### config.mk
export PLATFORM = sky130hd
export DESIGN_NAME = seg7_scan_ctrl
export DESIGN_NICKNAME = d
export VERILOG_FILES = /design/src/rtl/seg7_pkg.sv /design/src/rtl/scan_tick_gen.sv /design/src/rtl/seg7_scan_ctrl.sv
export SDC_FILE = /design/constraint.sdc
export NUM_CORES = 1
export LEC_CHECK = 0
export CAP_MARGIN = 5
export CORE_UTILIZATION = 60
export DETAILED_ROUTE_END_ITERATION = 10
export GPL_TIMING_DRIVEN = 0
export HOLD_SLACK_MARGIN = 0.02
export PLACE_DENSITY = 0.85
export SYNTH_ARGS = -nofsm -noshare
export SYNTH_HDL_FRONTEND = slang
export SYNTH_SLANG_ARGS = --single-unit
### constraint.sdc
create_clock -name clk -period 7 [get_ports clk]
set_clock_uncertainty 0.15 [all_clocks]
set_input_delay 1.4 -clock clk [delete_from_list [all_inputs] [get_ports clk]]
set_output_delay 1.4 -clock clk [all_outputs]
set_load 0.02 [all_outputs]
### src/rtl/seg7_pkg.sv
// Shared constants for the 7-segment scan path: pin polarities, default
// scan geometry, segment bit order and the per-slot state encoding.
package seg7_pkg;
  localparam logic ANODE_OFF = 1'b1;
  localparam logic ANODE_ON  = 1'b0;
  localparam logic DP_OFF    = 1'b1;

  localparam int DEF_NDIG = 4;
  localparam int DEF_DIV  = 100000;
  localparam int DEF_GAP  = 4;

  // Segment vector order {a,b,c,d,e,f,g}: a is the MSB, g the LSB, 0 = lit
  localparam int   SEG_A_BIT = 6;
  localparam int   SEG_B_BIT = 5;
  localparam int   SEG_C_BIT = 4;
  localparam int   SEG_D_BIT = 3;
  localparam int   SEG_E_BIT = 2;
  localparam int   SEG_F_BIT = 1;
  localparam int   SEG_G_BIT = 0;
  localparam logic SEG_ON    = 1'b0;

  typedef enum logic {ST_GUARD = 1'b0, ST_DRIVE = 1'b1} slot_state_t;
endpackage

### src/rtl/scan_tick_gen.sv
// Slot/digit timebase: cnt counts cycles within a slot, idx selects the digit.
// in_guard describes the upcoming cycle so the top can register its outputs.
module scan_tick_gen import seg7_pkg::*; #(
  parameter int NDIG = DEF_NDIG,
  parameter int DIV  = DEF_DIV,
  parameter int GAP  = DEF_GAP,
  localparam int CW  = (DIV > 1) ? $clog2(DIV) : 1,
  localparam int IW  = (NDIG > 1) ? $clog2(NDIG) : 1
) (
  input  logic          clk,
  input  logic          rst,
  output logic [IW-1:0] idx_nxt,
  output logic          in_guard,
  output logic          slot_wrap,
  output logic          frame_wrap,
  output logic          frame_wrap_nxt
);
  localparam logic [CW-1:0] CNT_LAST  = CW'(DIV - 1);
  localparam logic [CW-1:0] GUARD_END = CW'(GAP - 1);
  localparam logic [IW-1:0] IDX_LAST  = IW'(NDIG - 1);

  logic [CW-1:0] cnt, cnt_nxt;
  logic [IW-1:0] idx;
  slot_state_t   state, state_nxt;

  always_ff @(posedge clk) begin
    if (rst) begin
      cnt   <= '0;
      idx   <= '0;
      state <= ST_GUARD;
    end else begin
      cnt   <= cnt_nxt;
      idx   <= idx_nxt;
      state <= state_nxt;
    end
  end

  always_comb begin
    slot_wrap  = (cnt == CNT_LAST);
    frame_wrap = slot_wrap && (idx == IDX_LAST);
    cnt_nxt    = slot_wrap ? '0 : cnt + 1'b1;
    idx_nxt    = idx;
    if (slot_wrap) idx_nxt = (idx == IDX_LAST) ? '0 : idx + 1'b1;

    state_nxt = state;
    case (state)
      ST_GUARD: if (cnt == GUARD_END) state_nxt = ST_DRIVE;
      ST_DRIVE: if (slot_wrap)        state_nxt = ST_GUARD;
      default:                        state_nxt = ST_GUARD;
    endcase

    in_guard       = (state_nxt == ST_GUARD);
    frame_wrap_nxt = (cnt_nxt == CNT_LAST) && (idx_nxt == IDX_LAST);
  end
endmodule

### src/rtl/seg7_scan_ctrl.sv
// Multiplexed common-anode display scanner: stages loads, commits them at
// frame boundaries and drives registered anode/decimal-point/nibble outputs.
module seg7_scan_ctrl import seg7_pkg::*; #(
  parameter int NDIG        = DEF_NDIG,
  parameter int DIV         = DEF_DIV,
  parameter int GAP         = DEF_GAP,
  parameter bit LZ_SUPPRESS = 1'b1,
  localparam int IW         = (NDIG > 1) ? $clog2(NDIG) : 1
) (
  input  logic              clk,
  input  logic              rst,
  input  logic              load,
  input  logic [4*NDIG-1:0] value_in,
  input  logic [NDIG-1:0]   blank_in,
  input  logic [NDIG-1:0]   dp_in,
  output logic [NDIG-1:0]   an,
  output logic [3:0]        digit_bin,
  output logic              dp_n,
  output logic              pending,
  output logic              frame_done
);
  typedef struct packed {
    logic [NDIG-1:0][3:0] value;
    logic [NDIG-1:0]      blank;
    logic [NDIG-1:0]      dp;
  } disp_t;

  logic [IW-1:0]   idx_nxt;
  logic            in_guard, slot_wrap, frame_wrap, frame_wrap_nxt;
  disp_t           in_rec, staged, comm, comm_nxt;
  logic [NDIG-1:0] dark, an_nxt;
  logic            dp_n_nxt, upper_zero;

  scan_tick_gen #(.NDIG(NDIG), .DIV(DIV), .GAP(GAP)) u_tick (
    .clk            (clk),
    .rst            (rst),
    .idx_nxt        (idx_nxt),
    .in_guard       (in_guard),
    .slot_wrap      (slot_wrap),
    .frame_wrap     (frame_wrap),
    .frame_wrap_nxt (frame_wrap_nxt)
  );

  // A load landing on the wrap with nothing pending goes straight to display.
  always_comb begin
    in_rec.value = value_in;
    in_rec.blank = blank_in;
    in_rec.dp    = dp_in;
    comm_nxt     = comm;
    if (frame_wrap) begin
      if (pending)   comm_nxt = staged;
      else if (load) comm_nxt = in_rec;
    end
  end

  always_comb begin
    upper_zero = 1'b1;
    dark       = '0;
    for (int i = NDIG - 1; i >= 0; i--) begin
      upper_zero = upper_zero && (comm_nxt.value[i] == 4'h0);
      dark[i]    = comm_nxt.blank[i] || (LZ_SUPPRESS && (i > 0) && upper_zero);
    end
  end

  always_comb begin
    an_nxt   = {NDIG{ANODE_OFF}};
    dp_n_nxt = DP_OFF;
    if (!in_guard && !dark[idx_nxt]) begin
      an_nxt[idx_nxt] = ANODE_ON;
      dp_n_nxt        = ~comm_nxt.dp[idx_nxt];
    end
  end

  always_ff @(posedge clk) begin
    if (rst) begin
      an         <= {NDIG{ANODE_OFF}};
      digit_bin  <= 4'h0;
      dp_n       <= DP_OFF;
      frame_done <= 1'b0;
      pending    <= 1'b0;
      staged     <= '0;
      comm.value <= '0;
      comm.blank <= '1;
      comm.dp    <= '0;
    end else begin
      an         <= an_nxt;
      dp_n       <= dp_n_nxt;
      frame_done <= frame_wrap_nxt;
      comm       <= comm_nxt;
      if (slot_wrap) digit_bin <= comm_nxt.value[idx_nxt];
      if (load)      staged    <= in_rec;
      if (frame_wrap)  pending <= pending && load;
      else if (load)   pending <= 1'b1;
    end
  end
endmodule

# == Word level (Yosys, flattened, before mapping) ==
# Index checks and enable logic that the tools add are counted.
# totals
in_bits,27
wordCells,68
reg_bits,79
# op_classes
n_eq_ne,5
n_reduce_logical,16
bitwise,4
muxes,19
order_cmp,2
addsub,2
# ops
operator,count
24-bit 2-to-1 mux,3
17-bit == test (second input constant),2
17-bit by 1-bit adder with 17-bit output (second input constant),1
17-bit by 2-bit == test with 1-bit output (second input constant),1
17-bit 2-to-1 mux,1
4-bit logical NOT,3
4-bit binary-select mux with 2-bit select,1
1-bit logical AND,7
1-bit 2-to-1 mux,7
1-bit binary-select mux with 2-bit select,2
2-bit == test (second input constant),2
2-bit 2-to-1 mux,2
4-bit 2-to-1 mux,1
4-bit inverter,1
1-bit logical OR,3
2-bit by 3-bit < comparator with 1-bit output (second input constant),1
1-bit inverter,3
2-bit by 1-bit adder with 2-bit output (second input constant),1
1-bit demux with 2-bit select,1
2-bit by 1-bit >= comparator with 1-bit output (second input constant),1
1-bit case mux with 2 select lines,1
2-bit nonzero test,1
2-bit OR reduction,1
1-bit logical NOT,1

# == Depth between registers and ports, before layout ==
# Gate-level depths: netlist of run 1.
# depth
word_depth,13
mapped_depth,12
depth_no_buf,8

# == Modules after synthesis ==
# From an unflattened synthesis of run 1, not the netlist that was laid out.
# unflattened
cells_unflattened,447
hier_area_um2,3913.8
# modules_own_cells
module,n_inst,area_per_inst_um2,cells_each
seg7_scan_ctrl,1,2798.9,315
scan_tick_gen,1,1114.8,132

# == Worst setup path before layout of run 1 ==
# OpenSTA, ideal clock, no wires.
# synth_timing
kind,in2reg
start,input load
end,register staged[10] (netlist bit)
setup_slack_ns,3.733
path_buffers,5
required_ns,6.722
arrival_ns,2.989
setup_time_ns,0.128
stages,7
cell_sequence,clkbuf_1 buf_2 clkbuf_1 buf_2 buf_2 mux2i_1 nor2_1
# synth_lines
element,line,source
start: declaration,seg7_scan_ctrl.sv:12,"input logic load,"
end signal: assignment,seg7_scan_ctrl.sv:91,if (load) staged <= in_rec;
end: declaration,seg7_scan_ctrl.sv:30,"disp_t in_rec, staged, comm, comm_nxt;"

==> results of run 1 <==
==> metal layers <==
| layer | up-vias | part of all wire (%) | global-route usage (%) |
|---|---|---|---|
| met2 | 183 | 49 | 54.9 |
| met4 | 0 | 3.6 | 15.7 |
| li1 | 1858 | - | - |
| met5 | - | 0 | 0 |
| met3 | 38 | 7.5 | 5.64 |
| met1 | 1848 | 40 | 39.8 |
==> final cells by class <==
class	count	area, um^2
Multi-Input combinational cell	365	2280
Sequential cell	79	1580
Fill cell	499	1690
Timing Repair Buffer	35	350
Clock inverter	4	70.1
Clock buffer	11	141
Buffer	39	234
Inverter	14	52.6
Tap cell	77	96.3
==> worst max path at each step <==
stage / endpoint / from / depth (start not counted)
floorplan: staged[10] / load / 7
global placement: staged[8] / load / 7
detailed placement: staged[21] / load / 7
CTS: staged[21] / load / 7
global route: staged[18] / load / 7
finish: staged[21] / load / 7
==> placed cells by master (no fill, tap or decap), types with 6 or more instances in the layout <==
cell type        instances
clkdlybuf4s50_1         35
nor3_1                  15
nor2_1                  87
o22ai_1                  8
nand3_1                 18
nand2_1                 29
clkbuf_1                16
nor2b_1                  8
xnor2_1                  7
dfxtp_1                 79
nor3b_1                  6
o21ai_0                 19
mux2i_1                 34
nor4_1                   7
nand4_1                  7
a31oi_1                 13
a21oi_1                 17
clkbuf_8                10
xor2_1                   7
buf_2                   12
o22a_1                  10
inv_1                   13
==> stage by stage <==
stage                     setup slack, ns  area, um^2  cells  util (%)  power (uW)
final                                3.39        4800    624      74.0         922
after global routing                 3.28        4800    624      74.0         946
after CTS                            3.44        4800    624      74.0         920
after detailed placement             3.06        4590    609      70.7         558
after global placement               3.12        4590    609      70.7         556
after floorplan                      3.73        4150    497         -         524
==> logic make-up after synthesis <==
group / synth area share (%)
simple gates: 25.4
mux: 9.29
compound gates: 16.4
fa+ha+maj: 0.845
buf+inv: 6.91
xor+xnor: 2.96
flops: 38.1
==> worst max-delay path: cells and delay by family <==
kind                   cells  cell delay (ns)
and+or+nand+nor            1             0.07
buffers and inverters      5             1.94
muxes                      1             0.27
==> flip-flops by register name (all words and copies together), names as in the netlist <==
register and cells:
an 4, comm 24, digit_bin 4, dp_n 1, frame_done 1, pending 1, staged 24, u_tick.cnt 17
u_tick.idx 2, u_tick.state 1
==> power by group <==
group / leakage, uW / total, uW / internal, uW / switching (uW)
Clock: 0.000109 / 372 / 208 / 164
Combinational: 0.00112 / 84.0 / 36.5 / 47.5
Sequential: 0.000642 / 466 / 459 / 6.80
Total: 0.00187 / 922 / 704 / 218
==> key figures, run 1 <==
Drt
  – Wire length per cell: 18.3 um
  – Initial DRC count: 463
  – # DRC: 0
  – Antenna Nets Post-Route: 0
  – DR vias/cell: 6.29
  – Vias: 3,927
  – Final WL: 11,400 um
  – Initial DRT Pass Iterations: 5

Logic synthesis
  – Ys flop type: dfxtp_1
  – Yosys warnings: 0
  – Post-synth net total: 526
  – Avg Synthesized Cell Area: 8.34 um^2
  – Most common cell in the netlist: nor2_1
  – Synth area leader: dfxtp_1
  – EDFF count, synth: 0
  – Sequential-to-total area share from yosys stat: 38.1%
  – Top cells by area, synth: dfxtp_1 (38%), mux2i_1 (8.2%), nor2_1 (7.9%)
  – Synth Cell Area: 4150 um^2
  – Commonest cells post-synth: nor2_1 (87), dfxtp_1 (79), mux2i_1 (34), nand2_1 (29), o21ai_0 (19)
  – Fraction of registers with async set or reset after synthesis: 0%
  – Distinct cells, synth: 63
  – Synthesis-stage register bit count: 79
  – Area share of the largest cell type after synthesis: 38.1%
  – Syn Inst Count: 497

Setup path
  – Reg2reg setup slack: 4.03 ns
  – Crit start category: input pin
  – Reg-to-reg critical path startpoint: u_tick.idx[0]
  – CP arrival: 3.68 ns
  – Critical path, cell by cell: clkbuf_1, buf_2, clkbuf_1, buf_2, buf_2, mux2i_1, nor2_1
  – Kind of critical path: in2reg
  – Most frequent CP cell: buf_2
  – Slowest CP cell: clkbuf_1
  – CP required: 7.07 ns
  – Crit end category: flop
  – Crit-path max cell delay: 0.53 ns
  – CP Max Fanout: 10
  – Worst r2r dst: digit_bin[3]
  – Register-to-Register Path Depth: 8

Timing
  – Setup-failing EPs final: 0
  – Worst hold margin: 0.331 ns
  – Final worst path period need: 3.61 ns
  – RSZ-0062 raised after global routing: false
  – Max-slew headroom: 53.3%
  – Slew Limit Fails: 0
  – Final hold violation count: 0
  – Worst slew pin tran: 0.700 ns
  – Final period util: 51.6%
  – Max Fclk: 277 MHz
  – Sum of negative setup slack: 0 ns

Layout
  – N_diodes: 0
  – Final net count: 572
  – Area growth syn-to-layout: 15.9%
  – Fraction of layout cells with a size suffix above 1: 10.6%

CTS
  – Postcts setup bufs: 0
  – Clock transition at path regs: 0.08 ns
  – Clock Latency Late Sink: 0.35 ns
  – CTS tree: built
  – Root buffer selected by CTS: clkbuf_8
  – Cts hold-fix bufs: 0
  – Clock sinks: 79
  – H-tree Lvls: 3
  – Resized cells post-CTS: 0
  – Clk buf depth: 2
  – Inserted Clock Buffers: 9

Pwr
  – Peak supply drop: 0.000134 V
  – Pwr Density: 192 nW/um^2
  – Leakage: 0.00187 uW

Die
  – IO Count: 38
  – Die W: 85.1 um
  – # rows: 29
  – Core ar.: 6490 um^2
  – Die area: 7250 um^2
  – Die height: 85.1 um
  – Initial Util: 63.8%

GRT
  – Total grt overflow: 0
  – Pin count of the biggest net entering global routing: 13
  – Antenna violations before repair: 0
  – Gr usage total: 32.4%
  – Number of global-route vias before repair: 3,578
  – Global-route wire length before repair: 18,000 um

Worst hold path
  – Hold Path Sink: u_tick.cnt[0]
  – HP Start: u_tick.cnt[0]
  – WHS Path Cells: 1
  – Hold Crit Class: reg2reg

Place
  – Routability cong.: 0.935
  – PortBufs: 35
  – Placed wire-length estimate: 8060 um

Flow run
  – MaxCap Viol Count: 0

Outcome
  – Status: finished, final reports clean
Power figures use the tool's default switching activity.
==> inputs of run 2 (changes only) <==
- CORE_UTILIZATION: 60 -> 52
- PLACE_DENSITY: 0.85 -> 0.78
- clock period: 7 -> 2.9 ns (I/O delays scaled with it)
==> run 2 against run 1 <==
Net effect:
- combinational power increased by 140%
- die area rose by 15%
- global-route usage down 4.0 points
- via count up 0.18%
- utilization decreased by 11 points
- register-to-register slack lost 3.9 ns
- cell count up 4.0%
- non-clock buffer count fell by 1
==> key figures, run 2 (synthesis results as in run 1) <==
Outcome
  – Status: finished, final reports clean

Timing
  – Final period util: 95.9%
  – Worst Slack Setup Final: 0.120 ns
  – Final worst path period need: 2.78 ns
  – Max-slew headroom: 58.0%
  – RSZ-0062 raised after global routing: false
  – Slew Limit Fails: 0
  – Worst slew pin tran: 0.630 ns
  – Worst hold margin: 0.293 ns
  – Setup-failing EPs final: 0
  – Max Fclk: 360 MHz
  – Final hold violation count: 0

Pwr
  – Leakage: 0.00188 uW
  – Final Power: 2240 uW
  – Peak supply drop: 0.000291 V
  – Pwr Density: 459 nW/um^2

Setup path
  – CP arrival: 2.86 ns
  – Kind of critical path: reg2reg
  – CP required: 2.98 ns
  – Crit end category: flop
  – Crit start category: flop
  – CP Max Fanout: 10

Layout
  – Fraction of layout cells with a size suffix above 1: 12.1%
  – Core Util, Final: 63.2%
  – N_diodes: 0
  – Top flop regs: comm (24), staged (24), u_tick.cnt (17)
  – Commonest non-fill, non-tap cells in the layout: nor2_1 (87), dfxtp_1 (78), clkdlybuf4s50_1 (35)
  – Cell area after layout: 4880 um^2
  – Final net count: 571
  – Most common cell after layout, fill and taps aside: nor2_1
  – Area growth syn-to-layout: 17.7%

Place
  – Area post-placement: 4620 um^2
  – Placed wire-length estimate: 7980 um
  – PortBufs: 35
  – Post-Place Worst Slack: -0.195 ns
  – Routability cong.: 0.952

Drt
  – Wire length per cell: 17.4 um
  – Initial DRT Pass Iterations: 5
  – Antenna Nets Post-Route: 0
  – DR vias/cell: 6.06
  – Vias: 3,934
  – Initial DRC count: 403
  – # DRC: 0
  – Final WL: 11,300 um

Die
  – Die area: 8330 um^2
  – # rows: 32
  – Initial Util: 53.7%
  – IO Count: 38
  – Core ar.: 7730 um^2
  – Die height: 91.3 um
  – Die W: 91.3 um

CTS
  – Postcts setup bufs: 0
  – Inserted Clock Buffers: 9
  – H-tree Lvls: 3
  – Clock transition at path regs: 0.08 ns
  – Clock sinks: 79
  – Clock Latency Late Sink: 0.36 ns
  – Root buffer selected by CTS: clkbuf_8
  – CTS tree: built
  – Clk buf depth: 2

GRT
  – Antenna violations before repair: 0
  – Global-route wire length before repair: 18,500 um
  – Total grt overflow: 0
  – Pin count of the biggest net entering global routing: 14
  – Gr usage total: 28.3%
  – Number of global-route vias before repair: 3,729

Flow run
  – MaxCap Viol Count: 0

Worst hold path
  – Hold Crit Class: reg2reg
## run 2: layout make-up
class / instances / area, um^2
Fill cell: 647 / 2850
Multi-Input combinational cell: 365 / 2310
Sequential cell: 79 / 1580
Timing Repair Buffer: 35 / 350
Buffer: 38 / 233
Clock buffer: 11 / 141
Tap cell: 102 / 128
Clock inverter: 5 / 81.3
Inverter: 14 / 52.6
## run 2: worst max-delay path, cell delays in order (launching register included)
cell and delay (ns):
dfxtp_1 0.30, buf_4 0.16, nor4_4 0.30, and4_4 0.30, buf_6 0.16, nand3_1 0.31, nand3_1 0.21, o21ai_0 0.20
o311ai_0 0.41, nand4_1 0.15
## run 2: timing repair
item,in CTS,in global routing
setup endpoints to repair,0,11
hold buffers,0,0
resized for setup,0,14
hold endpoints to repair,0,0
## run 2: routing by layer
layer | wire length [um] | track usage (%) | vias up
met5 | 0 | 0 | -
met4 | 291 | 9.66 | 0
met3 | 961 | 8.04 | 35
met2 | 5390 | 47.9 | 189
met1 | 4620 | 34.4 | 1849
li1 | - | - | 1861
## run 2: path summary, 6_finish.rpt
path / cells after the start / endpoint / from / slack (ns)
max: 9 / dp_n / u_tick.cnt[6] / 0.12
min: 1 / u_tick.cnt[0] / u_tick.cnt[0] / 0.29
max reg2reg: 9 / dp_n / u_tick.cnt[6] / 0.12
min reg2reg: 1 / u_tick.cnt[0] / u_tick.cnt[0] / 0.29
## run 2: through the flow
step                      TNS [ns]  instances
after floorplan                  0        497
after global placement       -3.21        634
after detailed placement     -3.63        634
after CTS                        0        650
after global routing             0        649
final                            0        649
## run 2: report_power, final
part	switching, uW	internal [uW]
sequential	16.7	1110
combinational	115	88.9
clock	402	508
